<file path="src/rtl/parser_cfg_pkg.sv">
// Shared FSM state, control-header field layout and entry byte-swap for the parser config sequencer.
// Entries sit byte-reversed in the low 20 bytes of each entry beat.
package parser_cfg_pkg;

  typedef enum logic [2:0] {IDLE, FWD, DRAIN, WRITE, DROP} state_e;

  localparam int MOD_ID_LSB = 368;
  localparam int FLAG_LSB   = 320;
  localparam int INDEX_LSB  = 384;

  localparam logic [15:0] DEF_CTRL_FLAG = 16'hf2f1;
  localparam int          ENTRY_W       = 160;

  function automatic logic [ENTRY_W-1:0] entry_swap(input logic [ENTRY_W-1:0] d);
    logic [ENTRY_W-1:0] e;
    e = '0;
    for (int k = 0; k < ENTRY_W/8; k++) begin
      e[ENTRY_W-1-8*k -: 8] = d[8*k +: 8];
    end
    return e;
  endfunction

endpackage

</file>
<file path="src/rtl/parser_cfg_sequencer_if.sv">
// AXI-stream bundle for the control path; master drives beats, slave returns tready.
// Used for both the inbound and the forwarded control streams.
interface parser_cfg_sequencer_if #(
  parameter int DATA_W = 512,
  parameter int USER_W = 128
) ();
  logic [DATA_W-1:0]   tdata;
  logic [USER_W-1:0]   tuser;
  logic [DATA_W/8-1:0] tkeep;
  logic                tvalid;
  logic                tlast;
  logic                tready;

  modport master (output tdata, tuser, tkeep, tvalid, tlast, input tready);
  modport slave  (input tdata, tuser, tkeep, tvalid, tlast, output tready);
endinterface

</file>
<file path="src/rtl/parser_cfg_sequencer_out_reg.sv">
// Single-entry registered stage for forwarded control beats: 1-cycle latency, holds while out_rdy=0,
// and accepts a new beat in the same cycle the held one drains (in_rdy = empty or draining).
module ctrl_axis_out_reg #(
  parameter type T = logic
) (
  input  logic axis_clk,
  input  logic areset,
  input  logic in_vld,
  output logic in_rdy,
  input  T     in_dat,
  output logic out_vld,
  input  logic out_rdy,
  output T     out_dat
);

  logic vld_q, vld_d;
  T     dat_q, dat_d;

  assign in_rdy  = !vld_q || out_rdy;
  assign out_vld = vld_q;
  assign out_dat = dat_q;

  always_comb begin
    vld_d = vld_q;
    dat_d = dat_q;
    if (in_vld && in_rdy) begin
      vld_d = 1'b1;
      dat_d = in_dat;
    end else if (out_rdy) begin
      vld_d = 1'b0;
    end
  end

  always_ff @(posedge axis_clk or posedge areset) begin
    if (areset) begin
      vld_q <= 1'b0;
      dat_q <= '0;
    end else begin
      vld_q <= vld_d;
      dat_q <= dat_d;
    end
  end

endmodule

</file>
<file path="src/rtl/parser_cfg_sequencer.sv">
// Consumes matching config packets into the action RAM (busy/idle freeze, burst writes), forwards the rest
// through a 1-cycle output register with back-pressure. PARSER_CFG_ERR_CNT_EN adds cfg_err_cnt.
module parser_cfg_sequencer
  import parser_cfg_pkg::*;
#(
  parameter int          C_S_AXIS_DATA_WIDTH  = 512,
  parameter int          C_S_AXIS_TUSER_WIDTH = 128,
  parameter logic [2:0]  PARSER_MOD_ID        = 3'b000,
  parameter logic [15:0] CTRL_FLAG            = DEF_CTRL_FLAG,
  parameter int          C_PARSER_RAM_WIDTH   = ENTRY_W,
  parameter int          C_RAM_ADDR_WIDTH     = 5
) (
  input  logic                          axis_clk,
  input  logic                          areset,
  parser_cfg_sequencer_if.slave         ctrl_s_axis,
  parser_cfg_sequencer_if.master        ctrl_m_axis,
  output logic                          ram_wen,
  output logic [C_RAM_ADDR_WIDTH-1:0]   ram_waddr,
  output logic [C_PARSER_RAM_WIDTH-1:0] ram_wdata,
  output logic                          cfg_busy,
  input  logic                          lookup_idle,
  output logic [15:0]                   cfg_pkt_cnt
`ifdef PARSER_CFG_ERR_CNT_EN
  ,
  output logic [7:0]                    cfg_err_cnt
`endif
);

  localparam int AW = C_RAM_ADDR_WIDTH;

  typedef struct packed {
    logic [C_S_AXIS_DATA_WIDTH-1:0]   tdata;
    logic [C_S_AXIS_TUSER_WIDTH-1:0]  tuser;
    logic [C_S_AXIS_DATA_WIDTH/8-1:0] tkeep;
    logic                             tlast;
  } beat_t;

  state_e                        state_q, state_d;
  logic [AW:0]                   nxt_q, nxt_d;   // base+n with a carry bit marking overflow
  logic                          ram_wen_q, ram_wen_d;
  logic [AW-1:0]                 ram_waddr_q, ram_waddr_d;
  logic [C_PARSER_RAM_WIDTH-1:0] ram_wdata_q, ram_wdata_d;
  logic                          cfg_busy_q, cfg_busy_d;
  logic [15:0]                   pkt_cnt_q, pkt_cnt_d;

  logic  s_rdy, fwd_rdy, fwd_push, acc, hdr_match;
  beat_t in_beat, out_beat;

  assign hdr_match = (ctrl_s_axis.tdata[MOD_ID_LSB +: 3] == PARSER_MOD_ID) &&
                     (ctrl_s_axis.tdata[FLAG_LSB +: 16] == CTRL_FLAG);

  always_comb begin
    s_rdy = 1'b1;
    case (state_q)
      IDLE, FWD: s_rdy = fwd_rdy;
      DRAIN:     s_rdy = 1'b0;
      default:   s_rdy = 1'b1;
    endcase
  end

  assign ctrl_s_axis.tready = s_rdy && !areset;
  assign acc      = ctrl_s_axis.tvalid && s_rdy;
  assign fwd_push = acc && ((state_q == FWD) || ((state_q == IDLE) && !hdr_match));

  assign in_beat = '{tdata: ctrl_s_axis.tdata, tuser: ctrl_s_axis.tuser,
                     tkeep: ctrl_s_axis.tkeep, tlast: ctrl_s_axis.tlast};

  ctrl_axis_out_reg #(.T(beat_t)) u_out_reg (
    .axis_clk (axis_clk),
    .areset   (areset),
    .in_vld   (fwd_push),
    .in_rdy   (fwd_rdy),
    .in_dat   (in_beat),
    .out_vld  (ctrl_m_axis.tvalid),
    .out_rdy  (ctrl_m_axis.tready),
    .out_dat  (out_beat)
  );

  assign ctrl_m_axis.tdata = out_beat.tdata;
  assign ctrl_m_axis.tuser = out_beat.tuser;
  assign ctrl_m_axis.tkeep = out_beat.tkeep;
  assign ctrl_m_axis.tlast = out_beat.tlast;

  always_comb begin
    state_d     = state_q;
    nxt_d       = nxt_q;
    ram_wen_d   = 1'b0;
    ram_waddr_d = ram_waddr_q;
    ram_wdata_d = ram_wdata_q;
    pkt_cnt_d   = pkt_cnt_q;
    case (state_q)
      IDLE: if (acc) begin
        if (!hdr_match) begin
          if (!ctrl_s_axis.tlast) state_d = FWD;
        end else if (ctrl_s_axis.tlast) begin
          pkt_cnt_d = pkt_cnt_q + 16'd1;
        end else begin
          nxt_d   = {1'b0, ctrl_s_axis.tdata[INDEX_LSB +: AW]};
          state_d = DRAIN;
        end
      end
      FWD:   if (acc && ctrl_s_axis.tlast) state_d = IDLE;
      DRAIN: if (lookup_idle && cfg_busy_q) state_d = WRITE;
      WRITE: if (acc) begin
        if (nxt_q[AW]) begin
          // An overflowing last beat has nothing left to drain.
          state_d = ctrl_s_axis.tlast ? IDLE : DROP;
        end else begin
          ram_wen_d   = 1'b1;
          ram_waddr_d = nxt_q[AW-1:0];
          ram_wdata_d = entry_swap(ctrl_s_axis.tdata[C_PARSER_RAM_WIDTH-1:0]);
          nxt_d       = nxt_q + 1'b1;
          if (ctrl_s_axis.tlast) begin
            state_d   = IDLE;
            pkt_cnt_d = pkt_cnt_q + 16'd1;
          end
        end
      end
      DROP:    if (acc && ctrl_s_axis.tlast) state_d = IDLE;
      default: state_d = IDLE;
    endcase
    // Busy covers the final write pulse so no lookup races the last RAM update.
    cfg_busy_d = (state_d inside {DRAIN, WRITE, DROP}) || ram_wen_d;
  end

  always_ff @(posedge axis_clk or posedge areset) begin
    if (areset) begin
      state_q     <= IDLE;
      nxt_q       <= '0;
      ram_wen_q   <= 1'b0;
      ram_waddr_q <= '0;
      ram_wdata_q <= '0;
      cfg_busy_q  <= 1'b0;
      pkt_cnt_q   <= '0;
    end else begin
      state_q     <= state_d;
      nxt_q       <= nxt_d;
      ram_wen_q   <= ram_wen_d;
      ram_waddr_q <= ram_waddr_d;
      ram_wdata_q <= ram_wdata_d;
      cfg_busy_q  <= cfg_busy_d;
      pkt_cnt_q   <= pkt_cnt_d;
    end
  end

  assign ram_wen     = ram_wen_q;
  assign ram_waddr   = ram_waddr_q;
  assign ram_wdata   = ram_wdata_q;
  assign cfg_busy    = cfg_busy_q;
  assign cfg_pkt_cnt = pkt_cnt_q;

`ifdef PARSER_CFG_ERR_CNT_EN
  logic [7:0] err_cnt_q, err_cnt_d;
  logic       drop_evt;

  assign drop_evt = (state_q == WRITE) && acc && nxt_q[AW];

  always_comb begin
    err_cnt_d = err_cnt_q;
    if (drop_evt && (err_cnt_q != 8'hff)) err_cnt_d = err_cnt_q + 8'd1;
  end

  always_ff @(posedge axis_clk or posedge areset) begin
    if (areset) err_cnt_q <= '0;
    else        err_cnt_q <= err_cnt_d;
  end

  assign cfg_err_cnt = err_cnt_q;
`endif

endmodule

</file>
<file path="src/flat_wrapper.sv">
// flat-port wrapper written by rule: the top's interface ports become plain ports
module parser_cfg_sequencer_flat import parser_cfg_pkg::*;
#(
  parameter int          C_S_AXIS_DATA_WIDTH  = 512,
  parameter int          C_S_AXIS_TUSER_WIDTH = 128,
  parameter logic [2:0]  PARSER_MOD_ID        = 3'b000,
  parameter logic [15:0] CTRL_FLAG            = DEF_CTRL_FLAG,
  parameter int          C_PARSER_RAM_WIDTH   = ENTRY_W,
  parameter int          C_RAM_ADDR_WIDTH     = 5
)
  (axis_clk, areset, ram_wen, ram_waddr, ram_wdata, cfg_busy, lookup_idle, cfg_pkt_cnt, ctrl_s_axis_tdata, ctrl_s_axis_tuser, ctrl_s_axis_tkeep, ctrl_s_axis_tvalid, ctrl_s_axis_tlast, ctrl_s_axis_tready, ctrl_m_axis_tdata, ctrl_m_axis_tuser, ctrl_m_axis_tkeep, ctrl_m_axis_tvalid, ctrl_m_axis_tlast, ctrl_m_axis_tready);
  parser_cfg_sequencer_if ctrl_s_axis_i ();
  parser_cfg_sequencer_if ctrl_m_axis_i ();
  input  logic axis_clk;
  input  logic areset;
  output logic ram_wen;
  output logic [C_RAM_ADDR_WIDTH-1:0] ram_waddr;
  output logic [C_PARSER_RAM_WIDTH-1:0] ram_wdata;
  output logic cfg_busy;
  input  logic lookup_idle;
  output logic [15:0] cfg_pkt_cnt;
  input wire logic [$bits(ctrl_s_axis_i.tdata)-1:0] ctrl_s_axis_tdata;
  input wire logic [$bits(ctrl_s_axis_i.tuser)-1:0] ctrl_s_axis_tuser;
  input wire logic [$bits(ctrl_s_axis_i.tkeep)-1:0] ctrl_s_axis_tkeep;
  input wire logic [$bits(ctrl_s_axis_i.tvalid)-1:0] ctrl_s_axis_tvalid;
  input wire logic [$bits(ctrl_s_axis_i.tlast)-1:0] ctrl_s_axis_tlast;
  output wire logic [$bits(ctrl_s_axis_i.tready)-1:0] ctrl_s_axis_tready;
  output wire logic [$bits(ctrl_m_axis_i.tdata)-1:0] ctrl_m_axis_tdata;
  output wire logic [$bits(ctrl_m_axis_i.tuser)-1:0] ctrl_m_axis_tuser;
  output wire logic [$bits(ctrl_m_axis_i.tkeep)-1:0] ctrl_m_axis_tkeep;
  output wire logic [$bits(ctrl_m_axis_i.tvalid)-1:0] ctrl_m_axis_tvalid;
  output wire logic [$bits(ctrl_m_axis_i.tlast)-1:0] ctrl_m_axis_tlast;
  input wire logic [$bits(ctrl_m_axis_i.tready)-1:0] ctrl_m_axis_tready;
  assign ctrl_s_axis_i.tdata = ctrl_s_axis_tdata;
  assign ctrl_s_axis_i.tuser = ctrl_s_axis_tuser;
  assign ctrl_s_axis_i.tkeep = ctrl_s_axis_tkeep;
  assign ctrl_s_axis_i.tvalid = ctrl_s_axis_tvalid;
  assign ctrl_s_axis_i.tlast = ctrl_s_axis_tlast;
  assign ctrl_s_axis_tready = ctrl_s_axis_i.tready;
  assign ctrl_m_axis_tdata = ctrl_m_axis_i.tdata;
  assign ctrl_m_axis_tuser = ctrl_m_axis_i.tuser;
  assign ctrl_m_axis_tkeep = ctrl_m_axis_i.tkeep;
  assign ctrl_m_axis_tvalid = ctrl_m_axis_i.tvalid;
  assign ctrl_m_axis_tlast = ctrl_m_axis_i.tlast;
  assign ctrl_m_axis_i.tready = ctrl_m_axis_tready;
  parser_cfg_sequencer #(.C_S_AXIS_DATA_WIDTH(C_S_AXIS_DATA_WIDTH), .C_S_AXIS_TUSER_WIDTH(C_S_AXIS_TUSER_WIDTH), .PARSER_MOD_ID(PARSER_MOD_ID), .CTRL_FLAG(CTRL_FLAG), .C_PARSER_RAM_WIDTH(C_PARSER_RAM_WIDTH), .C_RAM_ADDR_WIDTH(C_RAM_ADDR_WIDTH)) u_core (.axis_clk(axis_clk), .areset(areset), .ctrl_s_axis(ctrl_s_axis_i), .ctrl_m_axis(ctrl_m_axis_i), .ram_wen(ram_wen), .ram_waddr(ram_waddr), .ram_wdata(ram_wdata), .cfg_busy(cfg_busy), .lookup_idle(lookup_idle), .cfg_pkt_cnt(cfg_pkt_cnt));
endmodule
</file>
<file path="config.mk">
export PLATFORM = sky130hd
export DESIGN_NAME = parser_cfg_sequencer_flat
export DESIGN_NICKNAME = d
export VERILOG_FILES = /design/src/rtl/parser_cfg_pkg.sv /design/src/rtl/parser_cfg_sequencer_if.sv /design/src/rtl/parser_cfg_sequencer_out_reg.sv /design/src/rtl/parser_cfg_sequencer.sv /design/src/flat_wrapper.sv
export SDC_FILE = /design/constraint.sdc
export NUM_CORES = 2
export LEC_CHECK = 0
export ABC_AREA = 1
export CAP_MARGIN = 20
export CORE_AREA = 3 3 627 629
export CTS_CLUSTER_DIAMETER = 150
export DETAILED_ROUTE_END_ITERATION = 6
export DIE_AREA = 0 0 630 632
export GPL_ROUTABILITY_DRIVEN = 1
export PLACE_DENSITY = 0.3
export RECOVER_POWER = 25
export SYNTH_ARGS = -nofsm -noshare
export SYNTH_HDL_FRONTEND = slang
export SYNTH_SLANG_ARGS = --single-unit
</file>
<file path="constraint.sdc">
create_clock -name axis_clk -period 36.9 [get_ports axis_clk]
set_input_delay 9.225 -clock axis_clk [delete_from_list [all_inputs] [get_ports axis_clk]]
set_output_delay 9.225 -clock axis_clk [all_outputs]
set_load 0.02 [all_outputs]
</file>
# After elaboration in Yosys (flattened, before gate mapping)
# Cells that the tools add are included.
# word_totals
register_bits	898
in_bits	710
out_inout_bits	890
elab_cells	83
# classes
addsub	2
eq_ne	13
muxes	29
bitwise	1
reduce_logical	25
# ops
operator	n
$mux W16	5
$pmux W16 S2	1
$mux W3	10
$mux W6	5
$add A16 B1 Y16 const B	1
$eq A16 B16 Y1 const B	1
$eq A3 B2 Y1 const B	4
$pmux W3 S4	1
$pmux W6 S2	1
$reduce_and A5 Y1	2
$logic_and A1 B1 Y1	8
$add A6 B1 Y6 const B	1
$eq A3 B3 Y1 const B	2
$logic_not A3 Y1	2
$ne A2 B1 Y1 const B	3
$reduce_and A6 Y1	1
$mux W1	5
$ne A2 B2 Y1 const B	2
$reduce_bool A2 Y1	2
$reduce_or A2 Y1	2
$eq A3 B1 Y1 const B	1
$logic_not A1 Y1	3
$logic_or A1 B1 Y1	3
$reduce_and A3 Y1	1
other kinds (3)	3

# Logic depth before layout (Yosys ltp)
# logic_depth
ltp_word	10
depth_mapped	13
ltp_nobuf	10

# Modules after synthesis
# A second synthesis with hierarchy kept.
# hier_totals
hier_cells	4008
hier_area_um2	35670.5
# modules_own_cells
mod	instances	cells_each	area_per_inst_um2	seq_area_each_um2
ctrl_axis_out_reg	1	3061	27669.0	17666.9
parser_cfg_sequencer	1	947	8001.4	4804.6

# Worst setup path before layout
# Ideal clock, no wire load.
# synth_timing
kind	input-to-output
startpoint	in ctrl_m_axis_tready
endpoint	out ctrl_s_axis_tready
arrival_ps	9664
t_required_ps	27675
slack_ps	18011
cell_stages	4
path_buffers	0
cell_sequence	nor2_1 > nand2_2 > nand2_1 > nor2_1
# synth_between
elab_chain_cells	3
# synth_rtl
item	line_no	text
start, declared	flat_wrapper.sv:33	input wire logic [$bits(ctrl_m_axis_i.tready)-1:0] ctrl_m_axis_tready;
$logic_or A1 B1 Y1	parser_cfg_sequencer_out_reg.sv:19	assign in_rdy = !vld_q || out_rdy;
$pmux W1 S2	parser_cfg_sequencer.sv:54	case (state_q)
$logic_and A1 B1 Y1	parser_cfg_sequencer.sv:61	assign ctrl_s_axis.tready = s_rdy && !areset;
end, declared	flat_wrapper.sv:27	output wire logic [$bits(ctrl_s_axis_i.tready)-1:0] ctrl_s_axis_tready;
# No other way between the ends.

==> metrics.md <==
| Metric | Value |
|---|---|
| Status | finished, violations left |
| Failing checks | capacitance limit, slew limit |
| Hold-fix buffers, CTS | 0 |
| Fmax | between 0.04 and 0.05 GHz |
| Worst path arrival time | 19750 ps |
| Worst Skew | approximately 65 ps |
| Register bit total from synthesis | 898 |
| Die width | 630 µm |
| Peak supply drop | 35.3 µV |
| I/O pins | 1600 |
| Worst min path class | flop to flop |
| Layout cell share with drive strength beyond 1 | 4.58% |
| Post-synth EDFFs | 0 |
| Total track usage | 13.4% |
| Cell accounting for the most synthesized area | dfrtp_1 |
| Vias | between 30000 and 40000 |
| Required @ worst endpoint | 35770 ps |
| Main area contributors after synthesis | dfrtp_1 (63%), nand2_1 (21%), nand3_1 (10%) |
| Detailed placement HPWL | about 220000 µm |
| Fin. Hold Viols | 0 |
| Crit path kind | primary input to async pin |
| Die H | roughly 630 µm |
| Pre-antenna DRT Iters | 5 |
| Clock Tree Buf Depth | 4 |
| Slew headroom | -441% |
| Synth Net Count | 4742 |
| Initial drt markers | 1957 |
| Core area | 389000 µm² |
| Die area | 398000 µm² |
| Fin. max-slew vios | 681 |
| CTS tree | yes |
| # clock sinks | 898 |
| Clk root buf | clkbuf_16 |
| Post-Syn Instances | approximately 4000 |
| Sequential fraction of the synthesis area | 62.8% |
| Worst reg2reg path depth | 8 |
| Yosys warning count | 0 |
| Setup_tns | 0 ps |
| Placer Congestion | 0.931 |
| Ys async rst share | 100% |
| Power per cell area | 78.6 nW/µm² |
| Hold EP | u_core.ram_wdata[65]$_DFFE_PP0P_ |
| GRT overflow | 0 |
| Num CTS Buffers | 138 |
| Placed inst area | 57300 µm² |
| Tmin final | 20890 ps |
| Critical hold path startpoint | u_core.ram_wdata[65]$_DFFE_PP0P_ |
| CTS clk-pin slew, worst paths | 50 ps |
| FF-to-FF setup slack | around 28000 ps |
| CP Launch Type | primary input |
| Final setup fails | 0 |
| Depth of the CTS H-tree | 4 |
| Clock Latency Late Sink | 840 ps |
| RR Startpoint | u_core.state_q[0]$_DFF_PP0_ |
| Largest net degree at the start of global routing | 198 |
| Crit Path Max Fanout | 135 |
| Fillers | about 44000 |
| Number of max-cap violations | 11 |
| Layout Nets | 6254 |
| Hold path depth | 2 |
| Post-cts sizing count | 0 |
| Final ANT Viol Nets | 0 |
| Vias in the first global route | 36400 |
| Least-Margin Pin Slew | 8120 ps |
| Setup Fix Bufs, Post-CTS | 0 |
| Final Core Density | around 16% |
| Distinct cells, synth | 25 |
| Pleak | around 0.028 µW |
| Final period util | 56.6% |
| Min Hold Slack | 462 ps |
| CP endpoint kind | async pin |
| Top_reg_cell synth | dfrtp_1 |
| Cell area after layout | 61700 µm² |
| Vias per std cell | 3.22 |
| Starting Density | 9.22% |
| WL per Instance | around 25 µm |
| Reg-to-Reg End | u_core.ram_wdata[130]$_DFFE_PP0P_ |
| Most common library cells after synthesis | nand2_1 (2002), dfrtp_1 (898), nand3_1 (735), buf_2 (201), buf_4 (52) |
| DRC Markers | 0 |
| PortBufs | 1599 |
| Mapped Area | 35800 µm² |
| Total Routed Length | 276000 µm |
| Global-route wire length before repair | 362000 µm |
| Cell with the most instances after synthesis | nand2_1 |
| Core Rows | 229 |
| Yosys top cell area share | between 60% and 70% |
| Synth-to-layout area growth | 72.4% |
| Syn Area/Cell | around 9 µm² |
| RSZ-0062 raised after global routing | false |
| Initial antenna violation count | 130 |
## per-layer routing
metal | up-vias | share of wire [%] | global-route usage, %
met2 | 1312 | 51 | 24.2
met1 | 17300 | 37 | 14.4
met3 | 390 | 9.5 | 5.58
li1 | 15900 | - | -
met4 | 92 | 2.3 | 2.74
met5 | - | 0.22 | 0
## flip-flops by register name, summed over array words and instances (netlist names)
signal	count
u_core.u_out_reg.out_dat	705
u_core.ram_wdata	160
u_core.cfg_pkt_cnt	16
u_core.nxt_q	6
u_core.ram_waddr	5
u_core.state_q	3
u_core.cfg_busy	1
u_core.ram_wen	1
u_core.u_out_reg.out_vld	1
## how the worst max path moves through the flow
stage / start / end / slack [ps] / depth (start not counted)
6_report: areset / u_core.u_out_reg.out_dat[206]$_DFFE_PP0P_ / 16010 / 4
5_1_grt: areset / u_core.ram_wdata[6]$_DFFE_PP0P_ / 13830 / 4
4_1_cts: ctrl_m_axis_tready / ctrl_s_axis_tready / 16010 / 6
3_5_place_dp: ctrl_m_axis_tready / ctrl_s_axis_tready / 16020 / 6
3_3_place_gp: ctrl_m_axis_tready / ctrl_s_axis_tready / 15960 / 6
2_1_floorplan: areset / u_core.cfg_busy$_DFF_PP0_ / 2430 / 1
## cells in the final DEF, fill, tap and decap left out, types with 2 or more instances in the layout
cell type           n
ha_1                2
clkbuf_1           52
nand2_8             2
buf_12              4
nor3_1              3
inv_8               2
clkbuf_8           30
bufinv_16           7
nand2_2             2
clkbuf_16         140
nand4_1            13
clkinv_4            2
o21ai_0            12
xnor2_1             6
dfrtp_1           898
inv_6               3
nand3_1           736
buf_4              33
diode_2            22
xor2_1              5
clkinv_8            4
nor2_2              4
clkdlybuf4s50_1  1303
dlygate4sd3_1     287
nand2_1          2003
inv_2               3
inv_1              32
nor2_1             25
clkinv_2           16
## stage by stage
step | instances | worst slack (ps) | total power (µW)
floorplan | 4030 | 2430 | 2390
detailed placement | 10600 | 16020 | 3620
global route | 10800 | 13830 | 5130
finish | 10900 | 16010 | 4850
global placement | 10600 | 15960 | 3620
CTS | 10800 | 16010 | 5040
## cells by family (layout without fill, tap and decap cells)
family	Yosys count	in the layout	share of synthesized area, %
other	0	22	0
buffers and inverters	313	1922	4.61
flip-flops	898	898	62.8
AND/OR/NAND/NOR	2792	2792	32.1
adder cells (fa/ha/maj)	2	2	0.0699
XOR/XNOR	11	11	0.269
AO/OA/AOI/OAI	14	14	0.196
## area by class of cell
type	instances	area, µm²	share of cell area [%]
tap	5197	6500	10.5
sequential	898	22500	36.4
clock buffer	203	4040	6.55
inverter	38	159	0.257
clock inverter	34	449	0.728
timing repair buffer	1647	16300	26.5
multi-input combinational	2819	11700	19.0
antenna	22	55.1	0.0892
## where the power goes
part	switching, µW	internal [µW]	leakage (µW)
combinational	1250	734	0.0146
clock	544	808	0.00221
sequential	197	1320	0.0114
total	1990	2860	0.0282
## worst max-delay path, stage by stage
cell and delay [ps]:
dlygate4sd3_1 650, clkinvlp_2 1660, clkbuf_1 1980, clkbuf_1 5770
(Power assumes the default switching activity.)
